===== config.mk =====
export PLATFORM = sky130hd
export DESIGN_NAME = nibble_packer
export DESIGN_NICKNAME = d
export VERILOG_FILES = /design/src/rtl/nibble_packer.sv
export SDC_FILE = /design/constraint.sdc
export NUM_CORES = 1
export LEC_CHECK = 0
export BUFFER_PORTS_ARGS = -buffer_cell sky130_fd_sc_hd__buf_2
export CAP_MARGIN = 40
export CELL_PAD_IN_SITES_DETAIL_PLACEMENT = 1
export CELL_PAD_IN_SITES_GLOBAL_PLACEMENT = 2
export CORE_MARGIN = 10
export CORE_UTILIZATION = 34
export CTS_CLUSTER_SIZE = 12
export DETAILED_ROUTE_END_ITERATION = 12
export PLACE_DENSITY = 0.84
export SETUP_SLACK_MARGIN = 0.5
export SLEW_MARGIN = 20
export SYNTH_ARGS = -nofsm -noshare
export SYNTH_HDL_FRONTEND = slang
export SYNTH_SLANG_ARGS = --single-unit
export TNS_END_PERCENT = 5

===== constraint.sdc =====
create_clock -name clk -period 1.5 [get_ports clk]
set_input_delay 0.075 -clock clk [delete_from_list [all_inputs] [get_ports clk]]
set_output_delay 0.075 -clock clk [all_outputs]
set_load 0.01 [all_outputs]

===== src/rtl/nibble_packer.sv =====
// Packs a 4-bit nibble stream into bytes, high nibble first, and queues them in a small FIFO.
// Optional macro PACK_BIT_REVERSE_EN stores each byte bit-reversed.
module nibble_packer #(
    parameter int unsigned FIFO_DEPTH = 2
) (
    input  logic                          clk,
    input  logic                          rst_n,
    input  logic                          in_valid,
    output logic                          in_ready,
    input  logic [3:0]                    in_nibble,
    input  logic                          in_last,
    output logic                          out_valid,
    input  logic                          out_ready,
    output logic [7:0]                    out_byte,
    output logic                          out_partial,
    output logic [$clog2(FIFO_DEPTH):0]   fill_level
);

    localparam int unsigned PtrW = $clog2(FIFO_DEPTH);
    localparam int unsigned CntW = PtrW + 1;

    typedef enum logic {StEmpty, StHalf} state_e;

    state_e            state_q, state_d;
    logic [3:0]        hi_q, hi_d;
    logic              push, pop;
    logic [7:0]        asm_byte;
    logic [7:0]        store_byte;
    logic              asm_partial;

    logic [8:0]        mem_q [FIFO_DEPTH];
    logic [PtrW-1:0]   wr_ptr_q, rd_ptr_q;
    logic [CntW-1:0]   count_q;
    logic [8:0]        last_q;
    logic [8:0]        head;

    assign in_ready   = (count_q != CntW'(FIFO_DEPTH));
    assign out_valid  = (count_q != '0);
    assign pop        = out_valid && out_ready;
    assign fill_level = count_q;

    always_comb begin
        state_d     = state_q;
        hi_d        = hi_q;
        push        = 1'b0;
        asm_byte    = 8'h00;
        asm_partial = 1'b0;
        if (in_valid && in_ready) begin
            unique case (state_q)
                StEmpty: begin
                    if (in_last) begin
                        push        = 1'b1;
                        asm_byte    = {in_nibble, 4'h0};
                        asm_partial = 1'b1;
                    end else begin
                        hi_d    = in_nibble;
                        state_d = StHalf;
                    end
                end
                StHalf: begin
                    push     = 1'b1;
                    asm_byte = {hi_q, in_nibble};
                    state_d  = StEmpty;
                end
            endcase
        end
    end

`ifdef PACK_BIT_REVERSE_EN
    always_comb begin
        store_byte = 8'h00;
        for (int i = 0; i < 8; i++) begin
            store_byte[i] = asm_byte[7-i];
        end
    end
`else
    assign store_byte = asm_byte;
`endif

    always_ff @(posedge clk or negedge rst_n) begin
        if (!rst_n) begin
            state_q <= StEmpty;
            hi_q    <= 4'h0;
        end else begin
            state_q <= state_d;
            hi_q    <= hi_d;
        end
    end

    // in_ready already excludes a push into a full FIFO, so no overflow guard is needed
    always_ff @(posedge clk or negedge rst_n) begin
        if (!rst_n) begin
            for (int i = 0; i < FIFO_DEPTH; i++) begin
                mem_q[i] <= 9'h000;
            end
            wr_ptr_q <= '0;
            rd_ptr_q <= '0;
            count_q  <= '0;
            last_q   <= 9'h000;
        end else begin
            if (push) begin
                mem_q[wr_ptr_q] <= {asm_partial, store_byte};
                wr_ptr_q        <= wr_ptr_q + PtrW'(1);
            end
            if (pop) begin
                rd_ptr_q <= rd_ptr_q + PtrW'(1);
                last_q   <= mem_q[rd_ptr_q];
            end
            unique case ({push, pop})
                2'b10:   count_q <= count_q + CntW'(1);
                2'b01:   count_q <= count_q - CntW'(1);
                default: count_q <= count_q;
            endcase
        end
    end

    // Hold the most recently read entry while empty so the outputs never go undefined
    assign head        = out_valid ? mem_q[rd_ptr_q] : last_q;
    assign out_byte    = head[7:0];
    assign out_partial = head[8];

endmodule


### After elaboration in Yosys (flattened, before gate mapping)

Index checks and enable logic that the tools add are counted.

| operators by class | value |
|---|---|
| add/sub/neg operators | 4 |
| multipliers | 0 |
| divide/modulo/power cells | 0 |
| magnitude comparators | 3 |
| eq/ne operators | 3 |
| shift-type cells | 0 |
| multiplexer cells | 18 |
| bitwise gates (word level) | 4 |
| reduce and logical (&&, ||, !) cells | 6 |

Operators by type and width:

| cell | count |
|---|---|
| 9-bit 2-to-1 mux | 5 |
| 18-bit bitwise mux | 1 |
| 8-bit 2-to-1 mux | 2 |
| 8-bit one-hot mux with 2 select lines | 1 |
| 9-bit demux with 1-bit select | 1 |
| 1-bit 2-to-1 mux | 5 |
| 2-bit greater-or-equal comparator, second input constant | 2 |
| 1-bit inverter with 2-bit output | 2 |
| 1-bit one-hot mux with 2 select lines | 2 |
| 2-bit one-hot mux with 2 select lines | 1 |
| 2-bit nonzero test | 2 |
| 1-bit logical AND | 3 |
| 3-bit AND reduction | 1 |
| 1-bit adder, second input constant | 2 |
| 2-bit by 1-bit adder with 2-bit output, second input constant | 1 |
| 2-bit by 1-bit equality test with 1-bit output, second input constant | 1 |
| 2-bit equality test, second input constant | 1 |
| 2-bit by 1-bit < comparator with 1-bit output, second input constant | 1 |
| 2-bit != test, second input constant | 1 |
| 1-bit inverter | 2 |
| 2-bit by 1-bit subtractor with 2-bit output, second input constant | 1 |

| word-level totals | value |
|---|---|
| flip-flop bits (word level) | 36 |
| latch bits | 0 |
| memory bits (writable) | 0 |
| bits in read-only memories | 0 |
| bits of input ports | 9 |
| output and inout bits | 13 |
| logic and storage cells | 46 |
| memories kept | 0 |

### Depth between registers and ports, before layout

Gate-level depths: netlist of the first run.

| logic depth | value |
|---|---|
| depth in word-level cells | 6 |
| gate-level depth with buffers | 7 |
| gate-level depth less buffers | 6 |

### Least setup slack after synthesis of the first run

OpenSTA, ideal clock, no wires.

| timing | value |
|---|---|
| path kind | flip-flop to flip-flop |
| start | register count_q[1], in the netlist fill_level[1] |
| end | register count_q[1], in the netlist fill_level[1] |
| library setup time | 0.080 ns |
| arrival time | 1.560 ns |
| data required time | 1.420 ns |
| setup slack | -0.140 ns |
| stages on the path, launching flop included | 7 |
| period minus slack after synthesis | 1.640 ns |
| cell sequence | dfrtp_1 o21ai_0 clkbuf_1 inv_1 ha_1 nor2_1 xor2_1 |

| on the way | value |
|---|---|
| elaborated cells on any way between the ends | 11 |

RTL lines:

| element | RTL line | text |
|---|---|---|
| from (decl) | 33 | `logic [CntW-1:0] count_q;` |
| from (signal assigned) | 110 | `2'b10: count_q <= count_q + CntW'(1);` |
| from (signal assigned) | 111 | `2'b01: count_q <= count_q - CntW'(1);` |
| from (signal assigned) | 112 | `default: count_q <= count_q;` |
| 2-bit nonzero test * | 38 | `assign out_valid = (count_q != '0);` |
| 1-bit logical AND * | 39 | `assign pop = out_valid && out_ready;` |
| named net pop | 26 | `logic push, pop;` |
| 2-bit by 1-bit equality test with 1-bit output or 2-bit equality test (tied branches) | 109 | `unique case ({push, pop})` |
| 2-bit one-hot mux with 2 select lines or 2-bit nonzero test (tied branches) | n/a |  |

The timed path passes the listed nets; every way through them passes the cells marked *.
A chain may end at the register's enable or synchronous reset.

### Final worst setup path of the first run

| timing | value |
|---|---|
| start | register count_q[0], in the netlist fill_level[0] |
| end | register mem_q[13] in the netlist's numbering |

| on the way | value |
|---|---|
| cells in the longest elaborated chain, start to end | 4 |
| elaborated cells on any way between the ends | 5 |

RTL lines:

| element | RTL line | text |
|---|---|---|
| 2-bit != test * | 37 | `assign in_ready = (count_q != CntW'(FIFO_DEPTH));` |
| 1-bit logical AND * | 48 | `if (in_valid && in_ready) begin` |
| 8-bit 2-to-1 mux | 48 |  |
| 18-bit bitwise mux | 102 | `mem_q[wr_ptr_q] <= {asm_partial, store_byte};` |
| to (signal, indexed assignment) | 102 |  |
| to (decl) | 31 | `logic [8:0] mem_q [FIFO_DEPTH];` |

Mark *: on every way between the ends. The rest lies on a longest branch, timed or not.

==> results of run 1 <==
-- cell type report --
cell class / instances / area [um^2] / share of cell area [%]
multi-input cells: 100 / 913 / 40.6
flip-flops and latches: 36 / 903 / 40.1
repair buffers: 37 / 251 / 11.2
well taps: 67 / 83.8 / 3.72
clock buffers: 6 / 82.6 / 3.67
clock inverters: 2 / 10.0 / 0.444
inverters: 2 / 7.51 / 0.333
-- what timing repair did --
action,in CTS,in global routing
setup buffers,7,4
resized for setup,3,32
cloned,2,2
endpoints found under the setup margin,47,49
hold buffers,1,0
endpoints found under the hold margin,36,0
pin swaps,1,4
-- synthesized netlist by cell type (3+ instances only) --
library cell	count	share of area (%)
sky130_fd_sc_hd__buf_2	4	1.2
sky130_fd_sc_hd__xnor2_1	4	2.0
sky130_fd_sc_hd__o21ai_0	10	2.9
sky130_fd_sc_hd__a22o_1	4	2.0
sky130_fd_sc_hd__mux2i_1	9	5.3
sky130_fd_sc_hd__nand2_1	10	2.2
sky130_fd_sc_hd__a41oi_1	4	2.0
sky130_fd_sc_hd__dfrtp_1	36	53
sky130_fd_sc_hd__nor2_1	11	2.4
sky130_fd_sc_hd__a21oi_1	9	2.6
sky130_fd_sc_hd__and4_1	3	1.5
sky130_fd_sc_hd__mux2_2	20	13
-- logic make-up (layout without fill, tap and decap cells) --
logic type               after synthesis  after routing
AND/OR/NAND/NOR                       33             37
adder cells (fa/ha/maj)                1              1
XOR/XNOR                               5              5
buffers and inverters                 10             47
AO/OA/AOI/OAI                         28             28
flip-flops                            36             36
multiplexers                          29             29
-- state kept, by name, indices dropped and copies added (netlist names) --
name,flops
fill_level,2
wr_ptr_q,1
last_q,9
hi_q,4
state_q,1
rd_ptr_q,1
mem_q,18
-- cell usage in the layout (no fill, tap or decap), drive strengths merged --
master       count
or2              5
inv              2
a21oi            9
nor2b            1
nand2           10
dfrtp           36
nand3            2
a21bo            1
and4             4
mux2i            9
ha               1
a41oi            4
nand4b           1
a22o             4
xor2             1
nor2            11
clkinv           2
clkbuf           6
nand2b           2
nand4            1
buf             36
o21ai           10
mux2            20
xnor2            4
dlygate4sd3      1
-- power breakdown --
| part | switching [uW] | internal (uW) |
|---|---|---|
| registers | 335 | 1400 |
| clock network | 356 | 366 |
| logic | 1290 | 1370 |
| total | 1980 | 3140 |
-- metrics by stage --
stage	power [uW]	utilization (%)	worst slack, ps	instances	hold slack [ps]
final	5120	47.1	-6.11	250	55.3
after global placement	3590	40.1	124	226	47.4
after CTS	4690	43.9	12.5	244	47.7
after floorplan	3110	-	60.3	142	-221
after detailed placement	3730	40.1	3.05	226	52.8
after global routing	5510	47.1	-51.8	250	52.1
-- worst reg2reg max path: stages, from the launching register on --
cell                       delay [ps]
sky130_fd_sc_hd__dfrtp_2          410
sky130_fd_sc_hd__buf_6            130
sky130_fd_sc_hd__nand2b_4         170
sky130_fd_sc_hd__buf_4            150
sky130_fd_sc_hd__nand4b_4         150
sky130_fd_sc_hd__mux2_2           370
-- worst paths after layout --
kind | cells after the start | end | slack [ps] | startpoint
max reg2reg | 5 | mem_q[13] | -6 | fill_level[0]
min | 2 | hi_q[0] | 60 | in_nibble[0]
max | 5 | mem_q[13] | -6 | fill_level[0]
max in group asynchronous | 3 | mem_q[14] | 1040 | rst_n
min reg2reg | 2 | last_q[6] | 490 | last_q[6]
min in group asynchronous | 3 | wr_ptr_q | 260 | rst_n
-- metal layers --
metal / global-route usage (%) / part of all wire (%) / up-vias
met3: 2.66 / 3.4 / 11
met2: 17.5 / 51 / 22
met1: 11.7 / 44 / 636
li1: - / - / 591
met4: 5.61 / 2.1 / 0
met5: 0 / 0 / -
==> results.txt, run 1 <==
The area of the mapped netlist was 1710 um^2. For this block, the via count after detailed routing is 1,260. The critical path start-end classification is reg -> reg. VDD sags by at most 1.08 mV.

The run gives 0 as the number of DRC violations after detailed routing. The layout overhead on the synthesized area came out at 31.8%. The wire length per cell after detailed routing is 17.3 um.

CTS placed an instance of sky130_fd_sc_hd__clkbuf_8 at the clock tree root. The count of buffer and inverter cells on the critical path is 2, and the transition time of the tightest slew-check pin is 308 ps. The run gives 0 as the antenna diode count.

Largest fanout on the critical path: 8. The I/O pin count is 22, and the die extent in x is 90.9 um. For the placed wire-length estimate, the log shows 2810 um.

Fill cells in the final layout number 513. TritonCTS created 5 clock buffers. The number of antenna violations at the first check in global routing is 0, and the clock transition time at the flip-flop clock pins of the worst setup and hold paths is 70 ps. Synthesis inferred 36 register bits.

After floorplanning, the core was divided into 25 placement rows. The clock tree synthesis step divided the H-tree into 2 levels. The yosys synthesis warning count is 0, and the die span in y is 90.9 um. The worst hold path belongs to the class in -> reg. The share of the cycle needed by the critical path after routing came out at 100%. The area share of and/or/nand/nor cells after synthesis works out to 11.9%.

The number of flops mapped to enable cells by yosys works out to 0. The first global-routing pass estimated 6960 um of wire. By area, the combinational part of the netlist is dominated by multiplexers. The data arrival time of the critical path was 1680 ps; the remaining max-slew budget at the tightest pin was 79.4%. The global route total overflow is 0.

The run finished, with violations left. Summing the areas of all compound-gate instances in the mapped netlist gives 10.2% of the synthesized area. Clock latency on the worst-skew pair, taken at its later pin, is 300 ps. For this design, the slowest cell found on the critical path is sky130_fd_sc_hd__dfrtp_2. Number of pins exceeding their max-slew limit in the final report: 0.

The hold violation count in the final report came out at 0. The smallest clock period supported by the final layout is computed as 1510 ps. For this design the ratio of total power to cell area is 2270 nW/um^2. The run gives 25 as the number of distinct library cells after synthesis. For this run, the register share of the synthesized area comes to 52.7%. Among all flip-flop cells after synthesis, the most frequent one is sky130_fd_sc_hd__dfrtp_1. Data on the critical path is required at its endpoint by 1670 ps. Entering global routing, the biggest net connects 37 pins. The floorplan core area was 4790 um^2.

For this configuration, the core starts out at a cell density of 35.7%. In the synthesized netlist, the number of instances is 142. Using the TritonRoute via totals, the vias-per-cell ratio works out to 5.04. In this run, the number of DRC markers left after iteration 0 of detailed routing was 69. The number of global-route vias before repair is 1,412. The final reports fail on negative setup slack. Buffers placed on the I/O ports in this run total 21. The tools report the clock sink count as 36.

The worst setup path is captured at a flop. The first-pass detailed-route iteration total came out at 4. The tools report the maximum clock skew at final layout as 9.54 ps. In this run the cell area measured after placement is 1920 um^2.

Setup violations remaining at the end of the flow were counted as 2. Summing the areas of all xor and xnor instances in the mapped netlist gives 2.56% of the synthesized area. Proportion of synthesized flip-flops having asynchronous set or reset: 100%. Least setup slack across all paths after layout: -6.11 ps. TritonCTS built the clock tree.

Setup repair after global routing could not meet its margin everywhere. After routing the design area is 2250 um^2. The fraction of final layout cells sized beyond drive strength 1 is 52.5%, and the synthesized area divided by synthesized cell count is 12.0 um^2. In the global route stage, overall resource usage came out at 10.4%. Walking the worst path, the cells encountered are buf_6, nand2b_4, buf_4, nand4b_4, mux2_2.

The post-synthesis share of cell area spent on full adders, half adders and majority gates was 0.732%; the total detailed-routing wirelength was 4330 um. In this run the static leakage power is 0.00106 uW. The number of nets produced by synthesis is 152, and the count of max-cap constraint violations is 0. The upper clock frequency limit was 664 MHz. The tools report the area of the die as 8260 um^2. The worst setup path is launched from a flop. For this run, the slowest stage of the critical path takes 410 ps.

In the final design database the tool counted 192 nets. The tools report the placer's final routability congestion estimate as 0.774. In the synthesized netlist, mux cells make up 18.4% of the area. For the number of buffers on the longest clock path, the log shows 2.

The remaining antenna violation count after routing was 0. Setup total negative slack on the finished layout was measured at -7.18 ps. Largest delay contributor family on the critical path: flip-flops.
Power figures use the tool's default switching activity.
==> inputs of run 2 (changes only) <==
==> constraint.sdc (replaced) <==
create_clock -name clk -period 1.25 [get_ports clk]
set_input_delay 0.0625 -clock clk [delete_from_list [all_inputs] [get_ports clk]]
set_output_delay 0.0625 -clock clk [all_outputs]
set_load 0.05 [all_outputs]
==> results.txt, run 2 (synthesis results as in run 1) <==
For this run, the top clock speed supported by timing is 658 MHz. The number of buffers added on ports was 21 (unchanged); the delay of the slowest critical-path stage was 400 ps (about the same). The total routing resource utilization after global routing came out at 10.5% (+0.15 points).

The die extent in x is 90.9 um (unchanged). Largest fanout on the critical path: 10 (+2). The total clock buffers created by CTS was 5 (unchanged). Per-cell via count in the routed design: 4.99 (-1.0%). For the total number of vias, the log shows 1,257 (-0.24%). STA classifies the critical path startpoint as a flop.

The data arrival time of the critical path is 1460 ps (-220 ps). The tools report the pin count of the biggest net entering global routing as 23 (-38%). The checks that failed: negative hold slack, negative setup slack. The number of buffers on the longest clock path is 2 (unchanged). The worst-skew pair later-pin latency came out at 290 ps (about the same). The critical path launch point was fill_level[0]. The count of standard-cell rows was 25 (unchanged).

Counting flops per register, the top entry is mem_q. The area of the die was 8260 um^2 (unchanged). The tools report the I/O pin count as 22 (unchanged).

The tools report the number of placed instances, taps included as 239 (+5.8%). Starting DRC count in detailed routing: 45 (-35%). The startpoint identified for the worst register-to-register timing path is fill_level[0].

For the placer's final routability congestion estimate, the log shows 0.750 (-3.0%). The element type at the critical path end is a primary output. The tools report the maximum clock skew at final layout as 5.73 ps (-3.81 ps).

The antenna diode count is 0 (unchanged), and the number of pins exceeding their max-slew limit in the final report is 0 (unchanged). The number of flip-flops under the largest register name works out to 18 (unchanged). Setup repair after global routing could not meet its margin everywhere. The number of antenna violations at the first check in global routing is 0 (unchanged), and the data required time of the critical path is 1190 ps (-480 ps). The least setup slack across all paths after layout came out at -269 ps (-263 ps).

The count of buffer and inverter cells on the critical path was 2 (unchanged); the maximum level of the CTS H-tree was 2 (unchanged). Dividing the final minimum period by the clock period gives 121%. The slowest stage of the critical path belongs to the cell sky130_fd_sc_hd__dfrtp_2. For the final total negative setup slack, the log shows -6640 ps (-6640 ps). The smallest clock period supported by the final layout is computed as 1520 ps. The cell area reported after detailed placement is 2130 um^2 (+11%). The top cell types in the final layout, fill and taps aside, are sky130_fd_sc_hd__dfrtp_1 (34), sky130_fd_sc_hd__mux2_2 (20), sky130_fd_sc_hd__buf_4 (16). The transition time of the tightest slew-check pin was 506 ps (+198 ps). The clock root buffer master was sky130_fd_sc_hd__clkbuf_8. For the floorplan core area, the log shows 4790 um^2 (unchanged). The path class of the tightest hold or removal check is in -> async. Starting utilization of the core area: 35.7% (unchanged).

The wire length per cell after detailed routing works out to 17.3 um (about the same). The global route total overflow was 0 (unchanged). The worst setup path is of the reg -> out kind. The signal on the critical path passes through or2_4, buf_12, a21oi_4, buf_8.

Compared with the post-synthesis result, the final layout area differs by 47.8%. The final count of negative-setup-slack endpoints came out at 36 (+34). The final design area excluding fillers was 2530 um^2 (+12%). The tools report the number of global-route vias before repair as 1,391 (-1.5%).

The library cell used most frequently in the layout, excluding fill and tap cells, is sky130_fd_sc_hd__dfrtp_1. The flow ran to the end, but the final reports show violations. The number of nets in the final layout was 194 (+1.0%); the number of standard cells in the layout, taps in and fillers out was 252 (+0.80%). The fraction of final layout cells sized beyond drive strength 1 works out to 58.4% (+5.9 points). The clock transition time at the flip-flop clock pins of the worst setup and hold paths came out at 70 ps (about the same). TritonCTS built the clock tree. The logs give 0 (unchanged) for the count of max-cap constraint violations and 0 (unchanged) for the number of DRC violations after detailed routing. The tools report the post-route worst hold slack as -262 ps (-317 ps). The wire length of the first global-routing pass was 7050 um (+1.3%); the remaining max-slew budget at the tightest pin was 66.3% (-13 points). The hold violation count in the final report is 20 (+20). The cell family contributing the most delay on the critical path is flip-flops. The die span in y is 90.9 um (unchanged). The clock sink count came out at 36 (unchanged). For the placed wire-length estimate, the log shows 3000 um (+6.7%). The remaining antenna violation count after routing is 0 (unchanged), and the first-pass detailed-route iteration total is 2 (-2).

The total detailed-routing wirelength came out at 4370 um (+0.81%). The largest registers in the layout are mem_q (18), last_q (9), hi_q (4).
run 2: changes by cell type in the layout (fill, tap and decap cells not counted), sizes merged:
| cell | before | now |
|---|---|---|
| or2 | 5 | 2 |
| clkbuf | 6 | 7 |
| dlygate4sd3 | 1 | 0 |
| buf | 36 | 42 |
| bufinv | 0 | 1 |
| clkinv | 2 | 0 |
run 2: stage by stage:
stage / worst slack, ps / utilization, % / hold slack [ps]
after CTS: -287 / 51.2 / -259
after global routing: -318 / 52.8 / -242
final: -269 / 52.8 / -262
after detailed placement: -205 / 44.5 / 54.3
after floorplan: -410 / - / -233
after global placement: -159 / 44.5 / 37.6
run 2: final timing paths:
| kind | to | slack (ps) | cells after the start |
|---|---|---|---|
| setup / recovery | out_byte[2] | -270 | 4 |
| hold / removal | hi_q[3] | -260 | 1 |
| setup reg to reg | fill_level[1] | -250 | 7 |
| hold reg to reg | mem_q[13] | 510 | 1 |
| max in group asynchronous | last_q[1] | 980 | 2 |
| min in group clk | hi_q[1] | 40 | 2 |
run 2: layout make-up:
type                    instances  area (um^2)
inverters                       2         7.51
clock buffers                   7         96.3
multi-input cells              97         1020
flip-flops and latches         36          903
fillers                       493         2260
well taps                      67         83.8
repair buffers                 42          385
clock inverters                 1         30.0
run 2: what timing repair did:
item                       4_1_cts  5_1_grt
hold endpoints to repair        20       20
pin swaps                        4        0
gates resized for setup         44       11
cloned                           1        1
setup endpoints to repair       49       49
buffers inserted                 2        1
run 2: per-layer routing:
layer	global-route usage [%]	wire length (um)
met4	3.13	40
met5	0	0
met1	12.0	1880
met2	18.3	2280
met3	3.41	171
Power of run 2 is not shown: default switching activity piles up to over one toggle a cycle in this logic, so the estimate is an artifact.
